## config.mk

```make
export PLATFORM = sky130hd
export DESIGN_NAME = program_loader
export DESIGN_NICKNAME = d
export VERILOG_FILES = /design/src/rtl/program_loader.sv
export SDC_FILE = /design/constraint.sdc
export NUM_CORES = 1
export LEC_CHECK = 0
export CAP_MARGIN = 20
export CORE_MARGIN = 5
export CORE_UTILIZATION = 50
export DETAILED_ROUTE_END_ITERATION = 7
export GPL_ROUTABILITY_DRIVEN = 1
export PLACE_DENSITY = 0.78
export SYNTH_ARGS = -nofsm -noshare
export SYNTH_HDL_FRONTEND = slang
export SYNTH_SLANG_ARGS = --single-unit
```

## constraint.sdc

```tcl
create_clock -name i_clk -period 2.55 [get_ports i_clk]
set_input_delay 0.51 -clock i_clk [delete_from_list [all_inputs] [get_ports i_clk]]
set_output_delay 0.51 -clock i_clk [all_outputs]
set_load 0.01 [all_outputs]
```

## src/rtl/program_loader.sv

```systemverilog
// rtl/program_loader.sv - assembles received bytes into big-endian instruction words and writes them to instruction memory
module program_loader #(
    parameter int NB_DATA   = 32,
    parameter int NB_BYTE   = 8,
    parameter int MEM_DEPTH = 256,
    parameter int NB_ADDR   = 32
) (
    input  logic               i_clk,
    input  logic               i_reset,
    input  logic               i_start,
    input  logic [NB_BYTE-1:0] i_rx_data,
    input  logic               i_rx_valid,
    output logic               o_wr_en,
    output logic [NB_ADDR-1:0] o_wr_addr,
    output logic [NB_DATA-1:0] o_wr_data,
    output logic               o_loading,
    output logic               o_done,
    output logic               o_overflow
);

    localparam logic [1:0] IDLE  = 2'd0;
    localparam logic [1:0] RECV  = 2'd1;
    localparam logic [1:0] WRITE = 2'd2;
    localparam logic [1:0] DONE  = 2'd3;

    localparam logic [NB_ADDR-1:0] LAST_ADDR = NB_ADDR'(MEM_DEPTH - 1);

    logic [1:0]         state;
    logic [1:0]         byte_cnt;
    logic [NB_DATA-1:0] word;
    logic [NB_ADDR-1:0] addr;
    logic               done;
    logic               overflow;
    logic [NB_DATA-1:0] shifted;
    logic               halt;

    // First byte received ends up in the top byte after four shifts.
    assign shifted = {word[NB_DATA-NB_BYTE-1:0], i_rx_data};
    assign halt    = (word[NB_DATA-1 -: 6] == 6'b111111);

    always_ff @(posedge i_clk or posedge i_reset) begin
        if (i_reset) begin
            state    <= IDLE;
            byte_cnt <= 2'd0;
            word     <= '0;
            addr     <= '0;
            done     <= 1'b0;
            overflow <= 1'b0;
        end else begin
            case (state)
                IDLE, DONE: begin
                    if (i_start) begin
                        state    <= RECV;
                        byte_cnt <= 2'd0;
                        word     <= '0;
                        addr     <= '0;
                        done     <= 1'b0;
                        overflow <= 1'b0;
                    end
                end
                RECV: begin
                    if (i_rx_valid) begin
                        word     <= shifted;
                        byte_cnt <= byte_cnt + 2'd1;
                        if (byte_cnt == 2'd3) begin
                            state <= WRITE;
                        end
                    end
                end
                WRITE: begin
                    if (halt) begin
                        state    <= DONE;
                        done     <= 1'b1;
                        overflow <= 1'b0;
                    end else if (addr == LAST_ADDR) begin
                        // Memory full without a halt word: stop rather than wrap.
                        state    <= DONE;
                        done     <= 1'b1;
                        overflow <= 1'b1;
                    end else begin
                        state <= RECV;
                        addr  <= addr + 1'b1;
                        // A byte arriving during the write cycle starts the next word.
                        if (i_rx_valid) begin
                            word     <= shifted;
                            byte_cnt <= 2'd1;
                        end else begin
                            byte_cnt <= 2'd0;
                        end
                    end
                end
                default: state <= IDLE;
            endcase
        end
    end

    assign o_wr_en    = (state == WRITE);
    assign o_wr_addr  = addr;
    assign o_wr_data  = word;
    assign o_loading  = (state == RECV) || (state == WRITE);
    assign o_done     = done;
    assign o_overflow = overflow;

endmodule

```

==> summary.txt, run 1 <==
Drt
  – Via density: 6.19
  – 1st-pass router iterations: 5
  – DRT antenna net count: 0
  – Detailed Route Iter0 Violations: 268
  – Wirelength per Cell: 18.2 µm
  – Routed vias: 3,752
  – # DRC: 0
  – Routed Wire Length: 11,000 µm

Yosys
  – Post-synth EDFFs: 0
  – Post-synthesis async set-or-reset flop share: 100%
  – Sequential-to-total area share from yosys stat: 43.1%
  – Synth top area cells: dfrtp_1, mux2_1, nor2b_1
  – Post-Syn Nets: 423
  – Synth cell count leaders: dfrtp_1, nor2b_1, nand4_1, o21ai_0
  – Synth Warn #: 0
  – Most common cell in the synthesized netlist: dfrtp_1
  – Mapped Area: 4070 µm²
  – Avg Cell Area, Syn: 10.0 µm²
  – Mapped Cells: a little over 400
  – Main synth FF type: dfrtp_1
  – Synthesized flop and latch total: 70
  – Synth unique cells: 58
  – Post-synth top area share: 43.1%
  – Synth area leader: dfrtp_1

Setup path
  – CP Launch Type: flop
  – Crit path buf inv count: 3
  – Crit Path Category: reg2out
  – Crit-path max cell delay: 0.58 ns
  – Reg2reg path depth: 6
  – Crit-path slowest cell: clkdlybuf4s50_1
  – CP top delay family: buffers and inverters
  – Worst EP arrival: 1.88 ns
  – Crit Reg-Reg Endpoint: o_wr_addr[4]$_DFFE_PP0P_
  – CP Data Required Time: about 2.0 ns
  – R2R Path Start: o_wr_addr[26]$_DFFE_PP0P_
  – Reg2reg setup slack: around 0.18 ns
  – Most common cell on crit path: inv_1
  – Critical Path End Type: output pin
  – Worst-path cell chain: inv_1 -> ha_1 -> inv_1 -> clkdlybuf4s50_1
  – Critical path peak fanout: 6

Finish
  – Fill count: 670
  – Nets: roughly 510
  – Non-Filler Instances: ~610
  – Layout cells sized above 1: 13.8%
  – Design area: 5180 µm²
  – Area grow syn2layout: 27.2%
  – Fin util: between 60% and 70%
  – N_diodes: 0

Run status
  – Status: complete, no violations

Power
  – Static Leak: 2.17 nW
  – P per Cell Area: 797 nW/µm²
  – Peak VDD IR: roughly 0.59 mV

Floorplanning
  – Core Area: about 8100 µm²
  – # rows: 33
  – Initial Util: 50.5%
  – Die height: between 100 and 150 µm
  – Io pins: 80
  – Die area: 10,000 µm²
  – Die X-Extent: between 100 and 150 µm

STA
  – RSZ-0062 raised after global routing: false
  – Final Skew: 0.0139 ns
  – Final min period: 2.39 ns
  – Total negative slack: 0 ns
  – Tcrit/Tclk final: between 90% and 100%
  – Worst-Margin Slew: 0.545 ns
  – FMAX: 419 MHz
  – Final Max Slew Viols: 0
  – Final setup viols: 0
  – Slew HR: 63.7%
  – Final count of hold timing violations: 0
  – Final setup margin: 0.163 ns

Global routing
  – Vias in the first global route: 3,634
  – First-pass GRT wire length: between 15,000 and 20,000 µm
  – Pin count of the biggest net entering global routing: 44
  – Initial antenna violation count: 0
  – Total GRT Usage: a little under a quarter
  – GRT overflow: 0

Run
  – Max-cap violations: 0

Worst hold path
  – Hold EP: byte_cnt[1]$_DFFE_PP0P_
  – Hold Path Stages: 1
  – Hold path start: byte_cnt[1]$_DFFE_PP0P_
  – Min-delay worst type: reg2reg

Placed design
  – Worst slack at placement: 0.229 ns
  – Final Wtd Congestion: 0.909
  – Placed cell areas: between 4000 and 5000 µm²
  – Port-buffer cells: 79
  – Placed cell count: 590
  – Dpl hpwl: just under 8000 µm

Clock network
  – Clock slew at reported path FFs: about 0.09 ns
  – CTS tree: yes
  – # H-tree levels: 3
  – # clock sinks: 70
  – Root Driver: clkbuf_8
  – Postcts setup bufs: 0
  – Post-cts resize count: 0
  – Max Buffers Root-to-Sink: 2
  – Worst-Skew Late Latency: between 0.3 and 0.4 ns
  – CTS Buf Count: 9
  – Post-CTS Hold Buffers: 0
[registers in the layout (all words and copies together) (netlist names)]
signal	cells
o_overflow	1
o_done	1
o_wr_data	32
o_wr_addr	32
byte_cnt	2
state	2
[where the power goes]
part / internal, mW / total [mW] / switching [mW]
clock: 0.370 / 0.842 / 0.472
sequential: 1.35 / 1.53 / 0.174
combinational: 0.912 / 1.75 / 0.842
[metal layers]
layer,global-route usage [%],wire length [µm],share of wire [%]
met5,0,0,0
met2,36.8,5360,49
met3,5.91,880,8.0
met4,6.74,143,1.3
met1,30.4,4630,42
[final cells by class]
| cell class | instances | area [µm²] | share of cell area [%] |
|---|---|---|---|
| clock buffers | 9 | 124 | 2.39 |
| clock inverters | 7 | 58.8 | 1.14 |
| inverters | 12 | 45.0 | 0.870 |
| multi-input cells | 298 | 2080 | 40.2 |
| flip-flops and latches | 70 | 1750 | 33.8 |
| well taps | 105 | 131 | 2.54 |
| repair buffers | 105 | 986 | 19.0 |
[cell families after synthesis]
group / Yosys count / share of synthesized area [%]
simple gates: 177 / 25.9
fa+ha+maj: 5 / 1.54
mux: 32 / 8.86
compound gates: 84 / 14.7
flops: 70 / 43.1
buf+inv: 38 / 5.90
[worst max path at each step]
stage                                   start                       end  slack [ns]  cells after the start
global placement    o_wr_addr[12]$_DFFE_PP0P_  o_wr_addr[4]$_DFFE_PP0P_        0.24                      6
CTS                      state[0]$_DFFE_PP0P_                 o_loading        0.14                      4
global route             state[0]$_DFFE_PP0P_                 o_loading        0.06                      4
finish                   state[0]$_DFFE_PP0P_                 o_loading        0.16                      4
floorplan                             i_reset   byte_cnt[0]$_DFFE_PP0P_        0.27                      1
detailed placement  o_wr_addr[12]$_DFFE_PP0P_  o_wr_addr[4]$_DFFE_PP0P_        0.23                      6
[cells in the final DEF (no fill, tap or decap), types with 3 or more instances in the layout]
cell type | Yosys | routed
o211ai_1 | 10 | 10
nor4_1 | 18 | 18
inv_6 | 0 | 5
clkdlybuf4s50_1 | 0 | 79
inv_1 | 12 | 11
ha_1 | 5 | 5
nand3_1 | 21 | 21
a2bb2oi_1 | 3 | 3
nand2_1 | 21 | 21
a31oi_1 | 10 | 10
nor2_1 | 13 | 12
buf_4 | 1 | 26
nor3_1 | 5 | 5
o21ai_0 | 24 | 24
nor2b_1 | 32 | 32
mux2_2 | 12 | 12
o311ai_1 | 9 | 9
nand4_1 | 24 | 24
and3_1 | 5 | 5
o2111ai_1 | 3 | 3
or3_1 | 4 | 4
dfrtp_1 | 70 | 70
mux2_1 | 20 | 20
and2_1 | 3 | 3
nand2b_1 | 4 | 4
o21ai_1 | 3 | 3
or2_2 | 3 | 3
and4_1 | 11 | 11
clkbuf_8 | 1 | 9
a21oi_1 | 4 | 4
[worst reg2reg max path, delay by kind of cell, from the launching register on]
family	cells	cell delay, ns
DFF	1	0.48
buffers and inverters	1	0.28
AOI/OAI and AO/OA	2	0.33
and+or+nand+nor	3	1.19
[stage by stage]
stage / total power, mW / hold slack (ns)
after CTS: 4.18 / 0.497
final: 4.12 / 0.490
after global routing: 4.39 / 0.512
after detailed placement: 3.31 / 0.476
after global placement: 3.26 / 0.466
after floorplan: 2.57 / 0.454
(Power assumes the default switching activity.)
==> run 2: changes to the inputs <==
==> constraint.sdc (replaced) <==
create_clock -name i_clk -period 2.8 [get_ports i_clk]
set_input_delay 0.56 -clock i_clk [delete_from_list [all_inputs] [get_ports i_clk]]
set_output_delay 0.56 -clock i_clk [all_outputs]
set_load 0.01 [all_outputs]
==> summary.txt, run 2 (same netlist as run 1, synthesis figures left out) <==
Run status
  – Status: complete, no violations

Finish
  – Nets: 505 (-1.6%)
  – Area grow syn2layout: 25.8%
  – Fin util: 63.6% (-0.70 points)
  – Layout cells sized above 1: 12.4% (-1.4 points)
  – N_diodes: 0 (unchanged)
  – Most frequent cells in the layout: clkdlybuf4s50_1, dfrtp_1, nor2b_1
  – Non-Filler Instances: 598 (-1.3%)
  – Fill count: 711 (+6.1%)
  – Commonest non-fill, non-tap cell in the layout: clkdlybuf4s50_1

STA
  – Tcrit/Tclk final: between 80% and 90%
  – Final count of hold timing violations: 0 (unchanged)
  – Final min period: ~2.5 ns
  – RSZ-0062 raised after global routing: false
  – Total negative slack: 0 ns (unchanged)
  – Slew HR: 64.3% (+0.61 points)
  – Final setup viols: 0 (unchanged)
  – Worst-Margin Slew: 0.531 ns (-0.0141 ns)
  – Final Max Slew Viols: 0 (unchanged)
  – FMAX: slightly above 400 MHz
  – Final Skew: 0.0123 ns (-0.00159 ns)

Floorplanning
  – Die X-Extent: 100 µm (unchanged)
  – Initial Util: 50.5% (unchanged)
  – Io pins: 80 (unchanged)
  – Core Area: 8050 µm² (unchanged)
  – Die height: 100 µm (unchanged)
  – Die area: 10,000 µm² (unchanged)
  – # rows: 33 (unchanged)

Setup path
  – CP top delay family: buffers and inverters
  – Crit path launch: state[0]$_DFFE_PP0P_
  – Worst EP arrival: 1.91 ns (+0.03 ns)
  – Reg2reg path depth: 6 (unchanged)
  – CP Data Required Time: 2.24 ns (+0.20 ns)
  – WP depth: 4 (unchanged)
  – Crit path buf inv count: 3 (unchanged)
  – Most common cell on crit path: inv_1
  – Crit Reg-Reg Endpoint: o_wr_addr[4]$_DFFE_PP0P_
  – Reg2reg setup slack: 0.37 ns (+0.19 ns)
  – CP Launch Type: flop
  – Crit-path max cell delay: 0.60 ns (+0.02 ns)
  – R2R Path Start: o_wr_addr[28]$_DFFE_PP0P_
  – Crit Path Category: reg2out
  – Worst-path cell chain: inv_1 -> ha_1 -> inv_1 -> clkdlybuf4s50_1
  – Critical Path End Type: output pin
  – Crit path to: o_loading
  – Crit-path slowest cell: clkdlybuf4s50_1
  – Critical path peak fanout: 6 (unchanged)

Drt
  – Routed Wire Length: 11,100 µm (+0.33%)
  – 1st-pass router iterations: 7 (+2)
  – # DRC: 0 (unchanged)
  – Routed vias: 3,695 (-1.5%)
  – Wirelength per Cell: 18.5 µm (+1.7%)
  – Via density: 6.18 (-0.20%)
  – Detailed Route Iter0 Violations: 252 (-6.0%)
  – DRT antenna net count: 0 (unchanged)

Clock network
  – CTS Buf Count: 9 (unchanged)
  – # H-tree levels: 3 (unchanged)
  – Post-CTS Hold Buffers: 0 (unchanged)
  – # clock sinks: 70 (unchanged)
  – Worst-Skew Late Latency: 0.35 ns (about the same)
  – CTS tree: yes
  – Postcts setup bufs: 0 (unchanged)
  – Root Driver: clkbuf_8
  – Clock slew at reported path FFs: 0.09 ns (about the same)
  – Post-cts resize count: 0 (unchanged)
  – Max Buffers Root-to-Sink: 2 (unchanged)

Global routing
  – Initial antenna violation count: 0 (unchanged)
  – Pin count of the biggest net entering global routing: 36 (-18%)
  – Total GRT Usage: 22.4% (-0.44 points)
  – Vias in the first global route: 3,512 (-3.4%)
  – First-pass GRT wire length: 18,000 µm (-3.1%)
  – GRT overflow: 0 (unchanged)

Power
  – Logic pwr share: 41.7% (-0.8 points)
  – Psw: 1.36 mW (-8.4%)
  – Peak VDD IR: 0.524 mV (-11%)
  – Sw frac: 36.4% (+0.34 points)
  – P per Cell Area: 731 nW/µm² (-8.2%)
  – Seq pwr share: 37.1% (about the same)
  – Static Leak: 2.14 nW (-1.7%)
  – Power share of the clock group: 21.2% (+0.8 points)
  – Cell-internal power: 2.38 mW (-9.7%)

Placed design
  – Placed cell count: 582 (-1.4%)
  – Final Wtd Congestion: 0.922 (+1.5%)
  – Port-buffer cells: 79 (unchanged)
  – Dpl hpwl: 7710 µm (-2.4%)

Worst hold path
  – Hold path start: o_wr_data[25]$_DFFE_PP0P_
  – Min-delay worst type: reg2reg

Run
  – Max-cap violations: 0 (unchanged)
[run 2: metrics by stage]
stage          area [µm²]  total power, mW  hold WS, ns  setup WS [ns]
2_1_floorplan        4070             2.34        0.454          0.472
3_3_place_gp         4930             2.93        0.468          0.413
3_5_place_dp         4930             2.97        0.483          0.406
4_1_cts              5120             3.77        0.502          0.320
5_1_grt              5120             3.97        0.521          0.252
6_report             5120             3.74        0.503          0.334
[run 2: how the worst min path moves through the flow]
stage                                endpoint  slack, ns  depth (start not counted)
floorplan             byte_cnt[1]$_DFFE_PP0P_       0.45                          1
global placement      byte_cnt[1]$_DFFE_PP0P_       0.47                          1
detailed placement    byte_cnt[1]$_DFFE_PP0P_       0.48                          1
CTS                   byte_cnt[1]$_DFFE_PP0P_       0.50                          1
global route        o_wr_data[25]$_DFFE_PP0P_       0.52                          1
finish              o_wr_data[25]$_DFFE_PP0P_       0.50                          1
[run 2: area by class of cell]
cell class	count	area [µm²]	area share (%)
Multi-Input combinational cell	298	2080	40.6
Sequential cell	70	1750	34.2
Timing Repair Buffer	97	926	18.1
Tap cell	105	131	2.57
Clock buffer	9	124	2.42
Clock inverter	7	62.6	1.22
Inverter	12	45.0	0.880
[run 2: routing by layer]
layer / up-vias / GRT usage, % / part of all wire, %
li1: 1707 / - / -
met1: 1783 / 29.8 / 42
met2: 179 / 35.1 / 47
met3: 26 / 6.12 / 8.2
met4: 0 / 8.08 / 2.7
met5: - / 0 / 0
[run 2: power by group through the flow]
stage / combinational (mW) / sequential [mW] / clock (mW)
2_1_floorplan: 0.871 / 1.47 / 0
3_3_place_gp: 1.54 / 1.40 / 0
3_5_place_dp: 1.57 / 1.41 / 0
4_1_cts: 1.58 / 1.39 / 0.800
5_1_grt: 1.70 / 1.42 / 0.849
6_report: 1.56 / 1.39 / 0.795
